===== src/rtl/edit_sequencer.sv =====
// edit_sequencer: turns raw push-buttons into single-cycle increment/decrement
// pulses for time, date and alarm editing. One button is tracked at a time:
// debounce, first pulse, hold delay, then auto-repeat until release.
module edit_sequencer #(
  parameter int DEBOUNCE_CYC = 10000,
  parameter int REPEAT_DELAY = 500000,
  parameter int REPEAT_RATE  = 100000
) (
  input  logic       clk,
  input  logic       rst,
  input  logic [7:0] buttons,
  input  logic [2:0] switches,
  output logic [1:0] mode,
  output logic [3:0] t_inc,
  output logic [2:0] t_dec,
  output logic [2:0] dt_inc,
  output logic [2:0] dt_dec,
  output logic [2:0] al_inc,
  output logic [1:0] al_dec,
  output logic       busy
);

  localparam logic [2:0] S_IDLE     = 3'd0;
  localparam logic [2:0] S_DEBOUNCE = 3'd1;
  localparam logic [2:0] S_HOLD     = 3'd2;
  localparam logic [2:0] S_REPEAT   = 3'd3;
  localparam logic [2:0] S_WAIT_REL = 3'd4;

  // Terminal counts; compared with >= so a counter can never run past them.
  localparam logic [19:0] DEB_LAST = 20'(DEBOUNCE_CYC - 1);
  localparam logic [19:0] DLY_LAST = 20'(REPEAT_DELAY - 1);
  localparam logic [19:0] RPT_LAST = 20'(REPEAT_RATE - 1);

  // Flat pulse vector layout:
  // [3:0] t_inc, [6:4] t_dec, [9:7] dt_inc, [12:10] dt_dec,
  // [15:13] al_inc, [17:16] al_dec
  function automatic logic [17:0] map_pulse(input logic [1:0] m, input logic [2:0] b);
    logic [17:0] v;
    v = '0;
    case (m)
      2'b01: begin
        case (b)
          3'd0: v[3]  = 1'b1;
          3'd1: v[2]  = 1'b1;
          3'd5: v[6]  = 1'b1;
          3'd2: v[1]  = 1'b1;
          3'd6: v[5]  = 1'b1;
          3'd3: v[0]  = 1'b1;
          3'd7: v[4]  = 1'b1;
          default: v = '0;
        endcase
      end
      2'b10: begin
        case (b)
          3'd1: v[9]  = 1'b1;
          3'd5: v[12] = 1'b1;
          3'd2: v[8]  = 1'b1;
          3'd6: v[11] = 1'b1;
          3'd3: v[7]  = 1'b1;
          3'd7: v[10] = 1'b1;
          default: v = '0;
        endcase
      end
      2'b11: begin
        case (b)
          3'd0: v[15] = 1'b1;
          3'd1: v[14] = 1'b1;
          3'd5: v[17] = 1'b1;
          3'd2: v[13] = 1'b1;
          3'd6: v[16] = 1'b1;
          default: v = '0;
        endcase
      end
      default: v = '0;
    endcase
    return v;
  endfunction

  // Arbitration order: b0, b1, b5, b2, b6, b3, b7.
  function automatic logic [2:0] prio_btn(input int i);
    case (i)
      0:       return 3'd0;
      1:       return 3'd1;
      2:       return 3'd5;
      3:       return 3'd2;
      4:       return 3'd6;
      5:       return 3'd3;
      default: return 3'd7;
    endcase
  endfunction

  logic [7:0]  b_meta_q, b_sync_q;
  logic [1:0]  mode_q, mode_d;
  logic [2:0]  state_q, state_d;
  logic [2:0]  btn_q, btn_d;
  logic [19:0] cnt_q, cnt_d, cnt_inc;
  logic [17:0] pulse_q, pulse_d;
  logic [7:0]  mapped_mask;
  logic        cand_valid;
  logic [2:0]  cand_idx;
  logic        mode_chg;
  logic        trk_high;
  logic        fire;

  // Which buttons have a function in the current mode.
  genvar gi;
  generate
    for (gi = 0; gi < 8; gi++) begin : g_mask
      assign mapped_mask[gi] = |map_pulse(mode_q, 3'(gi));
    end
  endgenerate

  // Two-flop synchronizer for the asynchronous buttons.
  always_ff @(posedge clk or negedge rst) begin
    if (!rst) begin
      b_meta_q <= '0;
      b_sync_q <= '0;
    end else begin
      b_meta_q <= buttons;
      b_sync_q <= b_meta_q;
    end
  end

  // Mode decode from switches, [0] has highest priority.
  always_comb begin
    mode_d = 2'b00;
    if (switches[0])      mode_d = 2'b01;
    else if (switches[1]) mode_d = 2'b10;
    else if (switches[2]) mode_d = 2'b11;
  end

  // Pick the highest-priority pressed button that is mapped in this mode.
  always_comb begin
    cand_valid = 1'b0;
    cand_idx   = 3'd0;
    for (int i = 6; i >= 0; i--) begin
      if (b_sync_q[prio_btn(i)] && mapped_mask[prio_btn(i)]) begin
        cand_valid = 1'b1;
        cand_idx   = prio_btn(i);
      end
    end
  end

  assign cnt_inc  = (cnt_q == 20'hFFFFF) ? cnt_q : cnt_q + 20'd1;
  assign mode_chg = (mode_d != mode_q);
  assign trk_high = b_sync_q[btn_q];

  // Next-state logic: a mode change abandons the press, release returns to idle.
  always_comb begin
    state_d = state_q;
    btn_d   = btn_q;
    cnt_d   = cnt_inc;
    fire    = 1'b0;
    case (state_q)
      S_IDLE: begin
        cnt_d = '0;
        if (cand_valid) begin
          state_d = S_DEBOUNCE;
          btn_d   = cand_idx;
        end
      end
      S_DEBOUNCE: begin
        if (mode_chg) begin
          state_d = S_WAIT_REL;
          cnt_d   = '0;
        end else if (!trk_high) begin
          state_d = S_IDLE;
          cnt_d   = '0;
        end else if (cnt_q >= DEB_LAST) begin
          state_d = S_HOLD;
          cnt_d   = '0;
          fire    = 1'b1;
        end
      end
      S_HOLD: begin
        if (mode_chg) begin
          state_d = S_WAIT_REL;
          cnt_d   = '0;
        end else if (!trk_high) begin
          state_d = S_IDLE;
          cnt_d   = '0;
        end else if (cnt_q >= DLY_LAST) begin
          state_d = S_REPEAT;
          cnt_d   = '0;
          fire    = 1'b1;
        end
      end
      S_REPEAT: begin
        if (mode_chg) begin
          state_d = S_WAIT_REL;
          cnt_d   = '0;
        end else if (!trk_high) begin
          state_d = S_IDLE;
          cnt_d   = '0;
        end else if (cnt_q >= RPT_LAST) begin
          cnt_d   = '0;
          fire    = 1'b1;
        end
      end
      S_WAIT_REL: begin
        cnt_d = '0;
        if (b_sync_q == 8'h00) state_d = S_IDLE;
      end
      default: begin
        state_d = S_IDLE;
        cnt_d   = '0;
      end
    endcase
    pulse_d = fire ? map_pulse(mode_q, btn_q) : '0;
  end

  // Mode, FSM, counter and pulse registers.
  always_ff @(posedge clk or negedge rst) begin
    if (!rst) begin
      mode_q  <= 2'b00;
      state_q <= S_IDLE;
      btn_q   <= 3'd0;
      cnt_q   <= '0;
      pulse_q <= '0;
    end else begin
      mode_q  <= mode_d;
      state_q <= state_d;
      btn_q   <= btn_d;
      cnt_q   <= cnt_d;
      pulse_q <= pulse_d;
    end
  end

  assign mode   = mode_q;
  assign busy   = (state_q != S_IDLE);
  assign t_inc  = pulse_q[3:0];
  assign t_dec  = pulse_q[6:4];
  assign dt_inc = pulse_q[9:7];
  assign dt_dec = pulse_q[12:10];
  assign al_inc = pulse_q[15:13];
  assign al_dec = pulse_q[17:16];

endmodule


===== config.mk =====
export PLATFORM = sky130hd
export DESIGN_NAME = edit_sequencer
export DESIGN_NICKNAME = d
export VERILOG_FILES = /design/src/rtl/edit_sequencer.sv
export SDC_FILE = /design/constraint.sdc
export NUM_CORES = 1
export LEC_CHECK = 0
export ABC_CLOCK_PERIOD_IN_PS = 2900
export BUFFER_PORTS_ARGS = -buffer_cell sky130_fd_sc_hd__buf_4
export CAP_MARGIN = 20
export CORE_UTILIZATION = 63
export DETAILED_ROUTE_END_ITERATION = 12
export HOLD_SLACK_MARGIN = 0.06
export PLACE_DENSITY = 0.85
export SETUP_SLACK_MARGIN = 0.02
export SYNTH_ARGS = -nofsm -noshare
export SYNTH_HDL_FRONTEND = slang
export SYNTH_SLANG_ARGS = --single-unit

===== constraint.sdc =====
create_clock -name clk -period 2.9 [get_ports clk]
set_input_delay 0.145 -clock clk [delete_from_list [all_inputs] [get_ports clk]]
set_output_delay 0.145 -clock clk [all_outputs]
set_load 0.02 [all_outputs]

==> run_summary.xml, run 1 <==
<?xml version="1.0" encoding="UTF-8"?>
<metrics>
  <group name="floorplan">
    <metric name="die_area" unit="um^2">5370</metric>
    <metric name="die_h" unit="um">73.3</metric>
    <metric name="die_span_x" unit="um">73.3</metric>
    <metric name="core.rowCount" unit="">25</metric>
    <metric name="num_io_pins" unit="">34</metric>
    <metric name="core_area" unit="um^2">4820</metric>
    <metric name="floorplan.initialDensity" unit="%">66.4</metric>
  </group>
  <group name="worst_setup_path">
    <metric name="cpPeakStageDelay" unit="ns">0.55</metric>
    <metric name="timing.critical_path.from_type" unit="">flop</metric>
    <metric name="cp_cell_sequence" unit="">mux4_2, mux2i_1, nor2_2, nand2_2, a2111oi_1</metric>
    <metric name="timing.critical_path.to_type" unit="">flop</metric>
    <metric name="maximum_net_fanout_on_the_critical_path" unit="">15</metric>
    <metric name="crit_required" unit="ns">3.08</metric>
    <metric name="setup.worst_path.start" unit="">btn_q[0]</metric>
    <metric name="critical-path-top-delay-family" unit="">simple AND/OR/NAND/NOR gates</metric>
    <metric name="r2r_start" unit="">btn_q[0]</metric>
    <metric name="worstSetupPathType" unit="">flop to flop</metric>
    <metric name="critical-path-slowest-cell" unit="">a2111oi_1</metric>
    <metric name="critical_path_buf_inv_count" unit="">0</metric>
    <metric name="arrival" unit="ns">2.48</metric>
  </group>
  <group name="synth">
    <metric name="synth_cell_types" unit="">55</metric>
    <metric name="post-synth-top-area-fraction" unit="%">48.5</metric>
    <metric name="yosysWarningCount" unit="">0</metric>
    <metric name="largest_cells_by_area_after_synthesis" unit="">dfrtp_1 (48%), a21oi_1 (3.8%), a2111oi_2 (3.8%)</metric>
    <metric name="synth_cells" unit="">299</metric>
    <metric name="predominant_post_synthesis_flop_cell" unit="">dfrtp_1</metric>
    <metric name="synth_seq_cells" unit="">62</metric>
    <metric name="synth_top_area_cell" unit="">dfrtp_1</metric>
    <metric name="postSynth.asyncResetShare" unit="%">100</metric>
    <metric name="synth_seq_area_share" unit="%">48.5</metric>
    <metric name="synthesis.area_per_instance" unit="um^2">10.7</metric>
    <metric name="nets_in_the_synthesized_netlist" unit="">317</metric>
    <metric name="syn_area" unit="um^2">3200</metric>
    <metric name="count_of_flip_flops_with_a_built_in_enable_after_synthesis" unit="">0</metric>
  </group>
  <group name="detailed_routing">
    <metric name="remaining_antenna_violation_count" unit="">0</metric>
    <metric name="detail_route.vias_per_cell" unit="">6.03</metric>
    <metric name="routed-via-count" unit="">2546</metric>
    <metric name="length_of_routed_met3_wiring" unit="um">343</metric>
    <metric name="wire_per_inst" unit="um">15.2</metric>
    <metric name="wl" unit="mm">6.41</metric>
    <metric name="m1_wire_length" unit="mm">2.70</metric>
    <metric name="drt-pass1-iter-count" unit="">5</metric>
    <metric name="met2RoutedLength" unit="mm">3.17</metric>
    <metric name="drt-initial-drc-count" unit="">167</metric>
    <metric name="highest-signal-layer" unit="">met4</metric>
    <metric name="remaining_drc_errors" unit="">0</metric>
  </group>
  <group name="worst_hold_path">
    <metric name="worst_hold_path_type" unit="">input pin to flop</metric>
    <metric name="timing.hold.worst.start" unit="">switches[1]</metric>
  </group>
  <group name="clock_network">
    <metric name="clock_tree.buffer_depth" unit="">2</metric>
    <metric name="cts.repair.resized" unit="">0</metric>
    <metric name="tritoncts_clock_tree" unit="">built</metric>
    <metric name="cts-buffers-inserted" unit="">9</metric>
    <metric name="insertion_delay" unit="ns">0.34</metric>
    <metric name="clock_tree.root_cell" unit="">clkbuf_8</metric>
    <metric name="ctsHtreeMaxLevel" unit="">3</metric>
    <metric name="cts_sinks" unit="">62</metric>
    <metric name="worst_setup_hold_path_clk_slew" unit="ns">0.07</metric>
  </group>
  <group name="sta">
    <metric name="pins_over_their_slew_limit" unit="">0</metric>
    <metric name="grt_setup_unrepaired" unit="">no</metric>
    <metric name="timing_hold_violations_final" unit="">0</metric>
    <metric name="report.final.setup_viol" unit="">0</metric>
    <metric name="final_period_minus_worst_setup_slack" unit="ns">2.30</metric>
    <metric name="setup_ws" unit="ns">0.604</metric>
    <metric name="timing.hold.ws" unit="ns">0.119</metric>
    <metric name="max_freq" unit="MHz">436</metric>
    <metric name="timing_worst_slew_pin_value" unit="ns">0.733</metric>
    <metric name="setup-tns-final" unit="ns">0</metric>
    <metric name="clock-skew-final" unit="ns">0.00925</metric>
    <metric name="period_share" unit="%">79.2</metric>
    <metric name="worst_slew_margin_rel" unit="%">51.1</metric>
  </group>
  <group name="status">
    <metric name="status" unit="">complete, no violations</metric>
  </group>
  <group name="layout">
    <metric name="fill_cells" unit="">334</metric>
    <metric name="area_growth_syn_to_layout" unit="%">19.1</metric>
    <metric name="finalNetCount" unit="">368</metric>
    <metric name="postLayoutCellArea" unit="um^2">3810</metric>
    <metric name="antenna-diode-count" unit="">0</metric>
    <metric name="layout-drive-gt1-share" unit="%">26.5</metric>
    <metric name="fin_cells" unit="">422</metric>
  </group>
  <group name="global_routing">
    <metric name="antenna_found_initial" unit="">0</metric>
    <metric name="grt_max_degree" unit="">63</metric>
    <metric name="vias_in_the_first_global_route" unit="">2370</metric>
    <metric name="grt_use_total" unit="%">26.9</metric>
    <metric name="grt_pass1_wl" unit="mm">10.6</metric>
    <metric name="globalRoute.totalOverflow" unit="">0</metric>
  </group>
  <group name="placement">
    <metric name="numPortBuffers" unit="">33</metric>
    <metric name="dpl_cell_area" unit="um^2">3490</metric>
    <metric name="finalWeightedCongestion" unit="">0.905</metric>
    <metric name="place_inst" unit="">394</metric>
    <metric name="dp_worst_slack" unit="ns">0.652</metric>
    <metric name="place.detailed.hpwl" unit="mm">4.41</metric>
  </group>
  <group name="power_and_ir_drop">
    <metric name="power.density" unit="nW/um^2">586</metric>
    <metric name="vdd.ir_drop.worst" unit="uV">358</metric>
    <metric name="power.static_leakage" unit="uW">0.00153</metric>
  </group>
  <group name="flow_run">
    <metric name="cap_viol_max_count" unit="">0</metric>
  </group>
</metrics>
## what timing repair did
item                                   CTS  global route
setup buffers                            0             0
endpoints found under the hold margin   72             0
hold buffers                            12             0
## layer usage
metal / up-vias / track usage [%]
li1: 1195 / -
met1: 1220 / 33.9
met2: 109 / 42.9
met3: 22 / 5.08
met4: 0 / 17.0
met5: - / 0
## kinds of logic after synthesis
family	count (synthesis)	synth area share, %
and+or+nand+nor	117	19.7
AOI/OAI and AO/OA	72	19.8
DFF	62	48.5
buffers and inverters	24	3.99
xor gates and xnor gates	13	3.56
adders and majority gates	5	1.96
muxes	5	2.46
other	1	0.117
## tightest hold or removal path, delay by kind of cell
family / cells / cell delay, ns
buffers and inverters: 2 / 0.18
AO/OA/AOI/OAI: 1 / 0.11
## registers in the layout (all words and copies together), names as in the netlist
signal    cells
cnt_q        20
pulse_q      18
b_meta_q      8
b_sync_q      8
btn_q         3
state_q       3
mode          2
## final cells by class
type | instances | area [um^2] | area share, %
Sequential cell | 62 | 1550 | 40.7
Clock inverter | 7 | 73.8 | 1.94
Inverter | 14 | 52.6 | 1.38
Multi-Input combinational cell | 213 | 1520 | 39.9
Tap cell | 67 | 83.8 | 2.20
Timing Repair Buffer | 50 | 405 | 10.6
Clock buffer | 9 | 124 | 3.25
## layout by cell type, fill, tap and decap left out, types with 2 or more instances in the layout
cell type / count
dfrtp_1: 62
buf_4: 38
nor2_1: 24
a21oi_1: 24
nand2_1: 20
nand3_1: 18
inv_1: 14
xnor2_1: 12
dlygate4sd3_1: 12
nor2_2: 11
o21ai_0: 10
nor3_1: 9
clkbuf_8: 9
nand4_1: 8
a2111oi_2: 8
ha_1: 5
nand2b_1: 4
or2_2: 4
nor3_2: 3
a2111oi_4: 3
mux2i_1: 3
and3_1: 3
a21o_1: 3
a2111oi_1: 3
o31ai_1: 3
nor4_1: 2
a211oi_1: 2
a211oi_2: 2
o21bai_1: 2
nor2b_1: 2
a311oi_1: 2
clkinv_4: 2
clkinv_2: 2
## report_power, final
group | switching (uW) | internal [uW] | total (uW) | leakage (uW)
logic | 320 | 174 | 494 | 0.000615
clock network | 347 | 399 | 745 | 0.0000996
registers | 79.7 | 916 | 996 | 0.000813
## worst paths after layout
check                      slack (ns)          end  cells after the start
setup / recovery                 0.60   pulse_q[6]                      5
hold / removal                   0.12      mode[0]                      3
setup reg to reg                 0.60   pulse_q[6]                      5
hold reg to reg                  0.35  b_sync_q[3]                      0
max in group asynchronous        2.01  b_meta_q[6]                      2
min in group asynchronous        0.40  pulse_q[12]                      2
## synthesized netlist by cell type, types with 3 or more instances
| master | n |
|---|---|
| nor2_1 | 24 |
| a2111oi_4 | 3 |
| a21oi_1 | 24 |
| buf_2 | 3 |
| a2111oi_1 | 3 |
| nand3_1 | 18 |
| nor3_1 | 9 |
| and3_1 | 3 |
| a2111oi_2 | 8 |
| xnor2_1 | 12 |
| nand2_1 | 20 |
| nand2b_1 | 4 |
| inv_1 | 14 |
| o31ai_1 | 3 |
| o21ai_0 | 10 |
| or2_2 | 4 |
| ha_1 | 5 |
| dfrtp_1 | 62 |
| nor2_2 | 11 |
| nand4_1 | 8 |
| buf_6 | 4 |
| mux2i_1 | 3 |
| a21o_1 | 3 |
| nor3_2 | 3 |
## per-stage QoR
step | total power (uW) | utilization [%]
6_report | 2230 | 79.1
5_1_grt | 2340 | 79.1
4_1_cts | 2250 | 79.1
3_5_place_dp | 1490 | 72.5
3_3_place_gp | 1460 | 72.5
2_1_floorplan | 1360 | -
Power figures use the tool's default switching activity.
==> run 2, diff against run 1 <==
Settings changed: ABC_AREA from default to 1, ABC_CLOCK_PERIOD_IN_PS 2900 to 2310, CORE_UTILIZATION 63 to 59, PLACE_DENSITY 0.85 to 0.8.
Clock period 2.9 ns to 2.31 ns, I/O delays scaled along.
==> run 2 against run 1 <==
Effect of this change: total power up 27%; combinational power up 24%; via count up 12%; critical path type unchanged; area after synthesis up 7.7%; routed wire length up 2.0%; die area up 15%; register-to-register slack worse by 0.20 ns; clock-buffer cell count up 3; core utilization down 6.5 points; non-clock buffer count down 6; hold slack worse by 0.019 ns; critical endpoint is now cnt_q[5].
==> run_summary.xml, run 2 <==
<?xml version="1.0" encoding="UTF-8"?>
<metrics>
  <group name="floorplan">
    <metric name="die_area" unit="um^2">6150</metric>
    <metric name="die_h" unit="um">78.4</metric>
    <metric name="core.rowCount" unit="">27</metric>
    <metric name="floorplan.initialDensity" unit="%">61.8</metric>
    <metric name="num_io_pins" unit="">34</metric>
    <metric name="core_area" unit="um^2">5570</metric>
    <metric name="die_span_x" unit="um">78.4</metric>
  </group>
  <group name="sta">
    <metric name="period_share" unit="%">82.5</metric>
    <metric name="report.final.setup_viol" unit="">0</metric>
    <metric name="final_period_minus_worst_setup_slack" unit="ns">1.90</metric>
    <metric name="grt_setup_unrepaired" unit="">no</metric>
    <metric name="setup-tns-final" unit="ns">0</metric>
    <metric name="max_freq" unit="MHz">525</metric>
    <metric name="clock-skew-final" unit="ns">0.00730</metric>
    <metric name="timing_worst_slew_pin_value" unit="ns">0.746</metric>
    <metric name="pins_over_their_slew_limit" unit="">0</metric>
    <metric name="worst_slew_margin_rel" unit="%">50.3</metric>
    <metric name="timing_hold_violations_final" unit="">0</metric>
  </group>
  <group name="synth">
    <metric name="synth_top_area_cell" unit="">dfrtp_1</metric>
    <metric name="postSynth.asyncResetShare" unit="%">100</metric>
    <metric name="largest_cells_by_area_after_synthesis" unit="">dfrtp_1 (45%), nand2_1 (11%), inv_1 (6.8%)</metric>
    <metric name="synth_seq_cells" unit="">62</metric>
    <metric name="synthMostInstantiatedCell" unit="">nand2_1</metric>
    <metric name="post_synth_most_frequent_cells" unit="">nand2_1 (100), dfrtp_1 (62), inv_1 (62), nor2_1 (59), nand2_2 (30)</metric>
    <metric name="nets_in_the_synthesized_netlist" unit="">463</metric>
    <metric name="yosysWarningCount" unit="">0</metric>
    <metric name="post-synth-top-area-fraction" unit="%">45.0</metric>
    <metric name="synth_cell_types" unit="">34</metric>
    <metric name="synth_cells" unit="">445</metric>
    <metric name="count_of_flip_flops_with_a_built_in_enable_after_synthesis" unit="">0</metric>
    <metric name="synthesis.area_per_instance" unit="um^2">7.74</metric>
    <metric name="predominant_post_synthesis_flop_cell" unit="">dfrtp_1</metric>
    <metric name="syn_area" unit="um^2">3450</metric>
    <metric name="synth_seq_area_share" unit="%">45.0</metric>
  </group>
  <group name="worst_setup_path">
    <metric name="maximum_net_fanout_on_the_critical_path" unit="">14</metric>
    <metric name="arrival" unit="ns">2.13</metric>
    <metric name="critical-path-slowest-cell" unit="">dfrtp_1</metric>
    <metric name="timing.critical_path.to_type" unit="">flop</metric>
    <metric name="cpPeakStageDelay" unit="ns">0.59</metric>
    <metric name="crit_required" unit="ns">2.54</metric>
    <metric name="cp_cell_sequence" unit="">nand2_1, nand2_1, nand2_1, nand2_1, nand2_2, nand3_4, nor2_1, nor2_2, nand2_2, nand2_1, inv_1</metric>
    <metric name="setup.worst_path.start" unit="">btn_q[0]</metric>
    <metric name="worstSetupPathType" unit="">flop to flop</metric>
    <metric name="reg2reg_setup_slack" unit="ns">0.41</metric>
    <metric name="timing.critical_path.from_type" unit="">flop</metric>
    <metric name="r2r_start" unit="">btn_q[0]</metric>
    <metric name="cpMostUsedCell" unit="">nand2_1</metric>
  </group>
  <group name="power_and_ir_drop">
    <metric name="totalPowerFinal" unit="uW">2830</metric>
    <metric name="power.density" unit="nW/um^2">700</metric>
    <metric name="vdd.ir_drop.worst" unit="uV">714</metric>
    <metric name="power.static_leakage" unit="uW">0.00219</metric>
  </group>
  <group name="placement">
    <metric name="numPortBuffers" unit="">33</metric>
    <metric name="finalWeightedCongestion" unit="">0.985</metric>
    <metric name="place.detailed.hpwl" unit="mm">4.74</metric>
    <metric name="place_inst" unit="">546</metric>
  </group>
  <group name="clock_network">
    <metric name="cts.repair.resized" unit="">0</metric>
    <metric name="clock_tree.root_cell" unit="">clkbuf_8</metric>
    <metric name="worst_setup_hold_path_clk_slew" unit="ns">0.07</metric>
    <metric name="tritoncts_clock_tree" unit="">built</metric>
    <metric name="clock_tree.buffer_depth" unit="">2</metric>
    <metric name="ctsHtreeMaxLevel" unit="">3</metric>
    <metric name="cts_sinks" unit="">62</metric>
    <metric name="insertion_delay" unit="ns">0.34</metric>
    <metric name="cts-buffers-inserted" unit="">9</metric>
  </group>
  <group name="layout">
    <metric name="largest_registers" unit="">cnt_q: 20 flops, pulse_q: 18 flops</metric>
    <metric name="fin_cells" unit="">572</metric>
    <metric name="layout-drive-gt1-share" unit="%">24.0</metric>
    <metric name="most_common_library_cell_in_the_layout_ignoring_fill_and_taps" unit="">nand2_1</metric>
    <metric name="largest_register_ffs" unit="">20</metric>
    <metric name="area_growth_syn_to_layout" unit="%">17.4</metric>
    <metric name="regMostFlops" unit="">cnt_q</metric>
    <metric name="layout_common_cells" unit="">nand2_1 (100), inv_1 (62), dfrtp_1 (62)</metric>
    <metric name="finalNetCount" unit="">514</metric>
    <metric name="antenna-diode-count" unit="">0</metric>
    <metric name="fill_cells" unit="">448</metric>
  </group>
  <group name="worst_hold_path">
    <metric name="timing.hold.worst.start" unit="">switches[2]</metric>
    <metric name="worst_hold_path_type" unit="">input pin to flop</metric>
  </group>
  <group name="flow_run">
    <metric name="cap_viol_max_count" unit="">0</metric>
  </group>
  <group name="global_routing">
    <metric name="antenna_found_initial" unit="">0</metric>
    <metric name="grt_pass1_wl" unit="mm">11.5</metric>
    <metric name="globalRoute.totalOverflow" unit="">0</metric>
    <metric name="grt_use_total" unit="%">24.5</metric>
    <metric name="grt_max_degree" unit="">63</metric>
    <metric name="vias_in_the_first_global_route" unit="">2617</metric>
  </group>
  <group name="detailed_routing">
    <metric name="remaining_antenna_violation_count" unit="">0</metric>
    <metric name="detail_route.vias_per_cell" unit="">4.98</metric>
    <metric name="drt-pass1-iter-count" unit="">5</metric>
    <metric name="wire_per_inst" unit="um">11.4</metric>
    <metric name="drt-initial-drc-count" unit="">201</metric>
    <metric name="routed-via-count" unit="">2847</metric>
    <metric name="remaining_drc_errors" unit="">0</metric>
    <metric name="wl" unit="mm">6.54</metric>
  </group>
  <group name="status">
    <metric name="status" unit="">complete, no violations</metric>
  </group>
</metrics>
## run 2: cell count changes after synthesis, sizes merged, moves of 5 or more
cell	delta
inv	+71
xor2	+8
buf	-5
nand3	+15
a21oi	-20
nand2	+108
nor3	-8
nor2	+36
a2111oi	-15
xnor2	-7
## run 2: logic make-up (layout without fill, tap and decap cells)
logic type                 Yosys count  count (layout)  synth area share [%]
and+or+nand+nor                    251             251                  34.6
xor gates and xnor gates            14              14                  3.56
other                                1               1                 0.109
buffers and inverters               90             145                  11.2
adders and majority gates            5               5                  1.82
DFF                                 62              62                  45.0
AOI/OAI and AO/OA                   22              22                  3.63
## run 2: cell type report
type / instances / area [um^2] / share of cell area, %
clock buffers: 12 / 165 / 4.08
clock inverters: 3 / 42.5 / 1.05
inverters: 86 / 330 / 8.17
multi-input cells: 293 / 1510 / 37.3
flip-flops and latches: 62 / 1550 / 38.4
well taps: 72 / 90.1 / 2.23
repair buffers: 44 / 358 / 8.85
## run 2: worst paths after layout
kind	endpoint	depth (start not counted)
setup / recovery	cnt_q[5]	11
hold / removal	mode[1]	5
setup reg to reg	cnt_q[5]	11
hold reg to reg	b_sync_q[2]	0
max in group asynchronous	b_meta_q[4]	2
min in group asynchronous	cnt_q[15]	2
## run 2: stage by stage
stage	worst slack, ns	hold WS [ns]	utilization (%)	instance area [um^2]
after CTS	0.417	0.0871	72.6	4050
final	0.405	0.101	72.6	4050
after global routing	0.241	0.113	72.6	4050
after floorplan	0.625	-0.180	-	3450
after detailed placement	0.426	0.226	66.9	3730
after global placement	0.452	0.224	66.9	3730
## run 2: critical path: cells and delay by family, from the launching register on
kind,cells,cell delay [ns]
buf+inv,1,0.04
flops,1,0.59
simple gates,10,1.14
## run 2: per-layer routing
layer / vias to the layer above / track usage [%] / part of all wire, %
li1: 1448 / - / -
met5: - / 0 / 0
met4: 0 / 11.3 / 2.2
met3: 16 / 5.58 / 6.1
met2: 95 / 38.3 / 45
met1: 1288 / 32.5 / 47
## run 2: power by group
part / total, uW / switching, uW / internal (uW)
registers: 1240 / 89.1 / 1150
clock network: 981 / 403 / 578
logic: 611 / 405 / 206
total: 2830 / 896 / 1940
## run 2: what timing repair did
item	in CTS	in global routing
buffers inserted	0	0
hold buffers	11	0
setup endpoints to repair	0	0
hold endpoints to repair	72	0
